--- src/rtl/restoring_divider_pkg.sv ---
// Shared definitions for the restoring divider: FSM state encoding, the
// default operand width and the iteration-counter width.
package restoring_divider_pkg;

  typedef enum logic [1:0] {
    ST_IDLE = 2'd0,
    ST_RUN  = 2'd1,
    ST_DONE = 2'd2
  } div_state_e;

  localparam int DIV_WIDTH_DEF = 16;
  localparam int DIV_CNT_W_DEF = $clog2(DIV_WIDTH_DEF) + 1;

  // Counter width for an arbitrary operand width; one spare bit guarantees
  // the count to WIDTH-1 can never wrap.
  function automatic int cnt_width(input int width);
    return $clog2(width) + 1;
  endfunction

endpackage

--- src/rtl/restoring_divider_cla_subtractor.sv ---
// cla_subtractor: computes a - b as a + ~b + 1 using flattened
// carry-lookahead generate/propagate terms.
// Ports:
//   a_i      [W-1:0]  minuend
//   b_i      [W-1:0]  subtrahend
//   diff_o   [W-1:0]  difference (mod 2^W)
//   borrow_o          1 when b_i > a_i (no carry out of the top bit)
module cla_subtractor #(
  parameter int W = 17
) (
  input  logic [W-1:0] a_i,
  input  logic [W-1:0] b_i,
  output logic [W-1:0] diff_o,
  output logic         borrow_o
);

  logic [W-1:0] b_n;
  logic [W-1:0] gen;
  logic [W-1:0] prop;
  logic [W:0]   carry;

  assign b_n  = ~b_i;
  assign gen  = a_i & b_n;
  assign prop = a_i ^ b_n;

  // Each carry is the full sum-of-products over lower bits, with the
  // implicit +1 acting as carry-in, so no carry depends on another carry.
  always_comb begin : carry_lookahead
    logic cy;
    logic pp;
    carry    = '0;
    carry[0] = 1'b1;
    cy       = 1'b0;
    pp       = 1'b1;
    for (int i = 0; i < W; i++) begin
      cy = 1'b0;
      pp = 1'b1;
      for (int j = i; j >= 0; j--) begin
        cy = cy | (pp & gen[j]);
        pp = pp & prop[j];
      end
      cy = cy | pp;
      carry[i+1] = cy;
    end
  end

  assign diff_o   = prop ^ carry[W-1:0];
  assign borrow_o = ~carry[W];

endmodule

--- src/rtl/restoring_divider.sv ---
// restoring_divider: unsigned WIDTH-bit restoring division, one quotient
// bit per clock, MSB first.
// Ports:
//   clk, rst          clock, asynchronous active-high reset
//   start             request; sampled only while idle
//   dividend, divisor operands, latched on the accepting edge
//   busy              high while iterating
//   done              one-cycle result-valid pulse
//   quotient,
//   remainder,
//   div_by_zero       registered results, held until the next completion
module restoring_divider
  import restoring_divider_pkg::*;
#(
  parameter int WIDTH = DIV_WIDTH_DEF
) (
  input  logic             clk,
  input  logic             rst,
  input  logic             start,
  input  logic [WIDTH-1:0] dividend,
  input  logic [WIDTH-1:0] divisor,
  output logic             busy,
  output logic             done,
  output logic [WIDTH-1:0] quotient,
  output logic [WIDTH-1:0] remainder,
  output logic             div_by_zero
);

  localparam int               CNT_W    = cnt_width(WIDTH);
  localparam logic [CNT_W-1:0] CNT_LAST = CNT_W'(WIDTH - 1);

  div_state_e       state_q, state_d;
  logic [CNT_W-1:0] cnt_q, cnt_d;
  // dvd_q shifts out dividend bits at the top while quotient bits enter at
  // the bottom; after WIDTH steps it holds the quotient.
  logic [WIDTH-1:0] dvd_q, dvd_d;
  logic [WIDTH-1:0] dvs_q, dvs_d;
  logic [WIDTH-1:0] rem_q, rem_d;
  logic [WIDTH-1:0] quo_res_q, quo_res_d;
  logic [WIDTH-1:0] rem_res_q, rem_res_d;
  logic             dbz_q, dbz_d;

  logic [WIDTH:0]   trial_a;
  logic [WIDTH:0]   trial_b;
  logic [WIDTH:0]   trial_diff;
  logic             trial_borrow;
  logic             step_fits;
  logic [WIDTH-1:0] step_rem;
  logic [WIDTH-1:0] step_quo;

  assign trial_a = {rem_q, dvd_q[WIDTH-1]};
  assign trial_b = {1'b0, dvs_q};

  cla_subtractor #(
    .W (WIDTH + 1)
  ) u_sub (
    .a_i      (trial_a),
    .b_i      (trial_b),
    .diff_o   (trial_diff),
    .borrow_o (trial_borrow)
  );

  // The partial remainder stays below the divisor, so a successful trial
  // always leaves the difference MSB clear; both flags agree on "fits".
  assign step_fits = ~trial_borrow & ~trial_diff[WIDTH];
  assign step_rem  = step_fits ? trial_diff[WIDTH-1:0] : trial_a[WIDTH-1:0];
  assign step_quo  = (dvd_q << 1) | WIDTH'(step_fits);

  always_ff @(posedge clk or posedge rst) begin
    if (rst) begin
      state_q   <= ST_IDLE;
      cnt_q     <= '0;
      dvd_q     <= '0;
      dvs_q     <= '0;
      rem_q     <= '0;
      quo_res_q <= '0;
      rem_res_q <= '0;
      dbz_q     <= 1'b0;
    end else begin
      state_q   <= state_d;
      cnt_q     <= cnt_d;
      dvd_q     <= dvd_d;
      dvs_q     <= dvs_d;
      rem_q     <= rem_d;
      quo_res_q <= quo_res_d;
      rem_res_q <= rem_res_d;
      dbz_q     <= dbz_d;
    end
  end

  always_comb begin
    state_d   = state_q;
    cnt_d     = cnt_q;
    dvd_d     = dvd_q;
    dvs_d     = dvs_q;
    rem_d     = rem_q;
    quo_res_d = quo_res_q;
    rem_res_d = rem_res_q;
    dbz_d     = dbz_q;
    unique case (state_q)
      ST_IDLE: begin
        if (start) begin
          dvd_d = dividend;
          dvs_d = divisor;
          rem_d = '0;
          cnt_d = '0;
          if (divisor == '0) begin
            // No iteration: results are defined directly.
            state_d   = ST_DONE;
            quo_res_d = '1;
            rem_res_d = dividend;
            dbz_d     = 1'b1;
          end else begin
            state_d = ST_RUN;
          end
        end
      end
      ST_RUN: begin
        dvd_d = step_quo;
        rem_d = step_rem;
        cnt_d = cnt_q + CNT_W'(1);
        if (cnt_q == CNT_LAST) begin
          state_d   = ST_DONE;
          quo_res_d = step_quo;
          rem_res_d = step_rem;
          dbz_d     = 1'b0;
        end
      end
      ST_DONE: begin
        state_d = ST_IDLE;
      end
      default: begin
        state_d = ST_IDLE;
      end
    endcase
  end

  assign busy        = (state_q == ST_RUN);
  assign done        = (state_q == ST_DONE);
  assign quotient    = quo_res_q;
  assign remainder   = rem_res_q;
  assign div_by_zero = dbz_q;

endmodule

--- config.mk ---
export PLATFORM = sky130hd
export DESIGN_NAME = restoring_divider
export DESIGN_NICKNAME = d
export VERILOG_FILES = /design/src/rtl/restoring_divider_pkg.sv /design/src/rtl/restoring_divider_cla_subtractor.sv /design/src/rtl/restoring_divider.sv
export SDC_FILE = /design/constraint.sdc
export NUM_CORES = 1
export LEC_CHECK = 0
export ABC_CLOCK_PERIOD_IN_PS = 5300
export BUFFER_PORTS_ARGS = -buffer_cell sky130_fd_sc_hd__buf_2
export CORE_MARGIN = 3
export CORE_UTILIZATION = 45
export CTS_CLUSTER_DIAMETER = 60
export DETAILED_ROUTE_END_ITERATION = 8
export HOLD_SLACK_MARGIN = 0.08
export PLACE_DENSITY = 0.72
export SYNTH_ARGS = -nofsm -noshare
export SYNTH_HDL_FRONTEND = slang
export SYNTH_SLANG_ARGS = --single-unit
--- constraint.sdc ---
create_clock -name clk -period 5.3 [get_ports clk]
set_input_delay 1.59 -clock clk [delete_from_list [all_inputs] [get_ports clk]]
set_output_delay 1.59 -clock clk [all_outputs]
set_load 0.01 [all_outputs]
After elaboration in Yosys (flattened, before gate mapping)

Cells that the tools add are included.

Output and inout bits: 35
Bits of input ports: 35
Register bits after elaboration: 88

Eq/ne operators: 6
Multiplexer cells: 23
$add $sub $neg: 1
Bitwise operators: 432
Reduce and logical (&&, ||, !) cells: 7

Operator list:

| operator                                            | count |
|---|---|
| AND 1 bit                                           | 273 |
| bitwise OR 1 bit                                    | 153 |
| 2-to-1 mux 16 bit                                   | 9 |
| one-hot mux 16 bit (2 select lines)                 | 4 |
| XOR 17 bit                                          | 2 |
| AND 17 bit                                          | 1 |
| NOT 16 -> 17 bit                                    | 1 |
| logical NOT 16 bit                                  | 1 |
| bitwise OR 16 x 1 -> 16 bit                         | 1 |
| one-hot mux 5 bit (2 select lines)                  | 1 |
| 2-to-1 mux 2 bit                                    | 3 |
| AND reduction 2 bit                                 | 3 |
| adder 5 x 1 -> 5 bit, second input constant         | 1 |
| equality test 5 x 4 -> 1 bit, second input constant | 1 |
| 2-to-1 mux 5 bit                                    | 1 |
| != test 2 bit, second input constant                | 2 |
| one-hot mux 2 bit (2 select lines)                  | 1 |
| AND reduction 4 bit                                 | 1 |
| 2-to-1 mux 1 bit                                    | 3 |
| equality test 2 x 1 -> 1 bit, second input constant | 1 |
| equality test 2 bit, second input constant          | 1 |
| logical NOT 2 bit                                   | 1 |
| != test 2 x 1 -> 1 bit, second input constant       | 1 |
| one-hot mux 1 bit (2 select lines)                  | 1 |
| other kinds (2)                                     | 2 |

Depth between registers and ports, before layout

Depth in word-level cells: 25
Mapped depth: 10
Mapped depth without buffers: 9

Hierarchy

From an unflattened synthesis, not the netlist that was laid out.

Cells, all modules: 454
Area, all modules: 4772.1 um^2

Modules (own cells, without submodules):

| module            | area each (um^2) | cells an instance | sequential area each (um^2) | instances |
|---|---|---|---|---|
| restoring_divider | 3935.0           | 338               | 2202.1                      | 1 |
| cla_subtractor    | 837.1            | 116               | 0.0                         | 1 |

Worst setup path after synthesis

OpenSTA, ideal clock, no wires.

Path kind: input to register
Start point: in divisor[3]
End point: reg rem_res_q[13] (netlist: remainder[13])
Stages: 7
Setup slack: 1.965 ns
Required time: 5.152 ns
Data arrival time: 3.187 ns
Path through: nor4_1 and4_1 nand3b_1 a21oi_1 clkbuf_1 buf_1 o32ai_1

Longest elaborated chain between the ends: 3

RTL lines:

| what                                 | line                     | RTL |
|---|---|---|
| start, declared                      | restoring_divider.sv:21  | `input logic [WIDTH-1:0] divisor,` |
| logical NOT 16 bit                   | restoring_divider.sv:107 | `if (divisor == '0) begin` |
| != test 2 bit (no source line)       | n/a                      |  |
| AND reduction 4 bit (no source line) | n/a                      |  |
| end signal, assigned                 | restoring_divider.sv:86  | `rem_res_q <= rem_res_d;` |
| end, declared                        | restoring_divider.sv:40  | `logic [WIDTH-1:0] rem_res_q, rem_res_d;` |

No other way between the ends.
A chain may end at the register's enable or synchronous reset.

Final worst setup path

Start point: in divisor[10]
End point: reg rem_res_q[7] (netlist: remainder[7])

The elaborated chain is that of the path after synthesis.

==> impl_metrics.csv <==
group,metric,value,unit
outcome,status,"completed",
yosys,syn_nets,533,
timing,skew,0.01266,ns
die,die_h,106.8,microns
timing,fin_crit_sh,0.6855,
clock_tree,path_clk_slew,0.09,ns
grt,antenna_found_initial,0,
yosys,ys.flop_type,"dfrtp_1",
die,io_pins,70,
drt,viasPerCell,5.454,
timing,maxSlewHeadroom,0.2524,
timing,tightestPinTransition,1.117,ns
timing,rsz0062_at_grt,"no",
worst_setup_path,crit_arrival,3.89,ns
clock_tree,clock_sinks,88,
yosys,ys_warn_count,0,
grt,grt_pass1_vias,3619,
timing,setup_violations,0,
hold_path,hold_path_depth,1,
worst_setup_path,critPathMaxFanout,39,
timing,hold_violations,0,
timing,hold_ws,0.5094,ns
final_layout,nets,594,
grt,grt_usage,0.2024,
die,start_util,0.4660,
yosys,synth.distinct_cells,52,
placement,dpl.hpwl,7782,microns
yosys,synth_seq_cells,88,
drt,antenna_left,0,
die,die_x,106.8,microns
yosys,yosysMostFrequentCell,"dfrtp_1",
worst_setup_path,start_kind,"primary input",
worst_setup_path,cp.required,5.56,ns
worst_setup_path,worst_setup_path_end_kind,"register",
drt,drc,0,
pwr,p_per_area,778.0,nW/um^2
yosys,avgSynthCellArea,9.552,sq um
clock_tree,cts_resized,0,
clock_tree,cts_setup_buffers,0,
yosys,synth_edf_count,0,
job,drv_cap,0,
yosys,synth-seq-area-share,0.4813,
clock_tree,postCtsHoldBufs,0,
yosys,netlist_top_cells_count,"dfrtp_1, nand2_1, o21ai_0",
drt,avgRoutedWirePerCell,16.07,microns
grt,gr-total-overflow,0,
placement,numPortBuffers,69,
hold_path,hp-class,"reg -> reg",
clock_tree,insertion_delay,0.36,ns
drt,first_iter_violations,167,
final_layout,syn_to_final_growth,14.60,%
drt,totalWireLength,10910,microns
yosys,synth_top_area_cell,"dfrtp_1",
timing,maxSlewViolCount,0,
grt,grt_pass1_wl,18440,microns
timing,fmax,0.2752,GHz
yosys,synthArstFlopShare,1.000,
drt,vias,3703,
grt,grt_max_degree,59,
pwr,power.leakage,2.414,nW
clock_tree,cts_tree,"yes",
clock_tree,clk_path_buf_depth,2,
yosys,synthTopCellsByArea,"dfrtp_1, nand2_1, o21ai_0, ha_1, mux2i_1",
timing,tns,0,ns
clock_tree,root_buffer,"clkbuf_8",
pwr,ir_drop,0.3715,mV
timing,min_period,3.633,ns
die,rows,36,
clock_tree,numCtsBuffers,9,
final_layout,drive_above_1_share,0.1982,
yosys,netlist_area,4576,sq um
worst_setup_path,r2r_cells,9,
die,core_area,9819,sq um
worst_setup_path,r2r_setup_slack,2.20,ns
yosys,syn_inst,479,
worst_setup_path,crit_type,"in -> reg",
placement,place_congestion,0.8640,
drt,first_pass_iters,5,
die,die_area,11410,sq um
yosys,post-synth-top-area-fraction,0.4813,
clock_tree,htree_levels,3,
state kept, by name, indices dropped and copies added (netlist names):
signal and count:
dvd_q 16, dvs_q 16, quotient 16, rem_q 16, remainder 16, cnt_q 5, state_q 2, div_by_zero 1
cell families (layout without fill, tap and decap cells):
kind of cell | count (synthesis) | after routing | share of synthesized area
XOR/XNOR | 9 | 9 | 0.01723
flip-flops | 88 | 88 | 0.4813
multiplexers | 29 | 29 | 0.06945
AO/OA/AOI/OAI | 129 | 129 | 0.1857
buffers and inverters | 46 | 112 | 0.03965
other | 0 | 1 | 0
adder cells (fa/ha/maj) | 19 | 19 | 0.05196
AND/OR/NAND/NOR | 159 | 159 | 0.1548
final cells by class:
type / count / area (sq um)
clock buffers: 9 / 123.9
clock inverters: 7 / 77.57
well taps: 133 / 166.4
flip-flops and latches: 88 / 2202
inverters: 22 / 83.83
diodes: 1 / 2.502
fillers: 951 / 4576
multi-input cells: 345 / 2205
repair buffers: 74 / 382.9
critical path, cell delays in order:
cell	delay, ns
buf_2	0.10
nor4_1	0.34
and4_1	0.34
nand3b_1	0.15
a21oi_4	0.79
o21ai_0	0.28
o32ai_1	0.29
worst paths after layout:
check / from / to
worst max-delay path: divisor[10] / remainder[7]
worst min-delay path: quotient[10] / quotient[10]
worst max register to register: dvd_q[15] / remainder[10]
worst min register to register: quotient[10] / quotient[10]
max in group asynchronous: rst / remainder[7]
min in group asynchronous: rst / quotient[13]
cell usage in the layout (no fill, tap or decap), types with 3 or more instances in the layout:
master     n
clkbuf_8   9
nor3_1     4
a31oi_2    4
buf_2     69
o21ai_0   55
xor2_1     4
buf_4      5
ha_1      19
a21o_1     6
nor4_1     4
o21ai_1    3
a21oi_1   14
xnor2_1    5
mux2i_1   22
inv_6      3
nand3_1    9
mux2_4     5
o22a_1    15
and2_1     3
nor2b_1    4
and3_1     5
inv_1     21
nor2_1    28
a31oi_1    8
nand2_1   87
nand4_1    3
a221oi_1   3
dfrtp_1   88
per-stage QoR:
stage / setup WS [ns] / util / instances / instance area [sq um] / power [mW]
global route: 1.442 / 0.5338 / 678 / 5241 / 4.445
CTS: 1.687 / 0.5338 / 678 / 5241 / 4.097
detailed placement: 1.310 / 0.5133 / 662 / 5040 / 3.588
floorplan: 1.431 / - / 479 / 4576 / 2.992
finish: 1.667 / 0.5340 / 679 / 5244 / 4.080
global placement: 1.460 / 0.5133 / 662 / 5040 / 3.530
power breakdown:
| group | internal (mW) | switching [mW] | total [mW] |
|---|---|---|---|
| registers | 1.01 | 0.205 | 1.21 |
| clock network | 0.223 | 0.258 | 0.481 |
| logic | 1.02 | 1.37 | 2.39 |
per-layer routing:
| layer | wire [microns] | vias to the layer above | GRT usage |
|---|---|---|---|
| met2 | 4891 | 109 | 0.3026 |
| met4 | 91 | 0 | 0.05205 |
| met3 | 656 | 7 | 0.04455 |
| li1 | - | 1821 | - |
| met5 | 0 | - | 0 |
| met1 | 5271 | 1766 | 0.2992 |
Power figures use the tool's default switching activity.
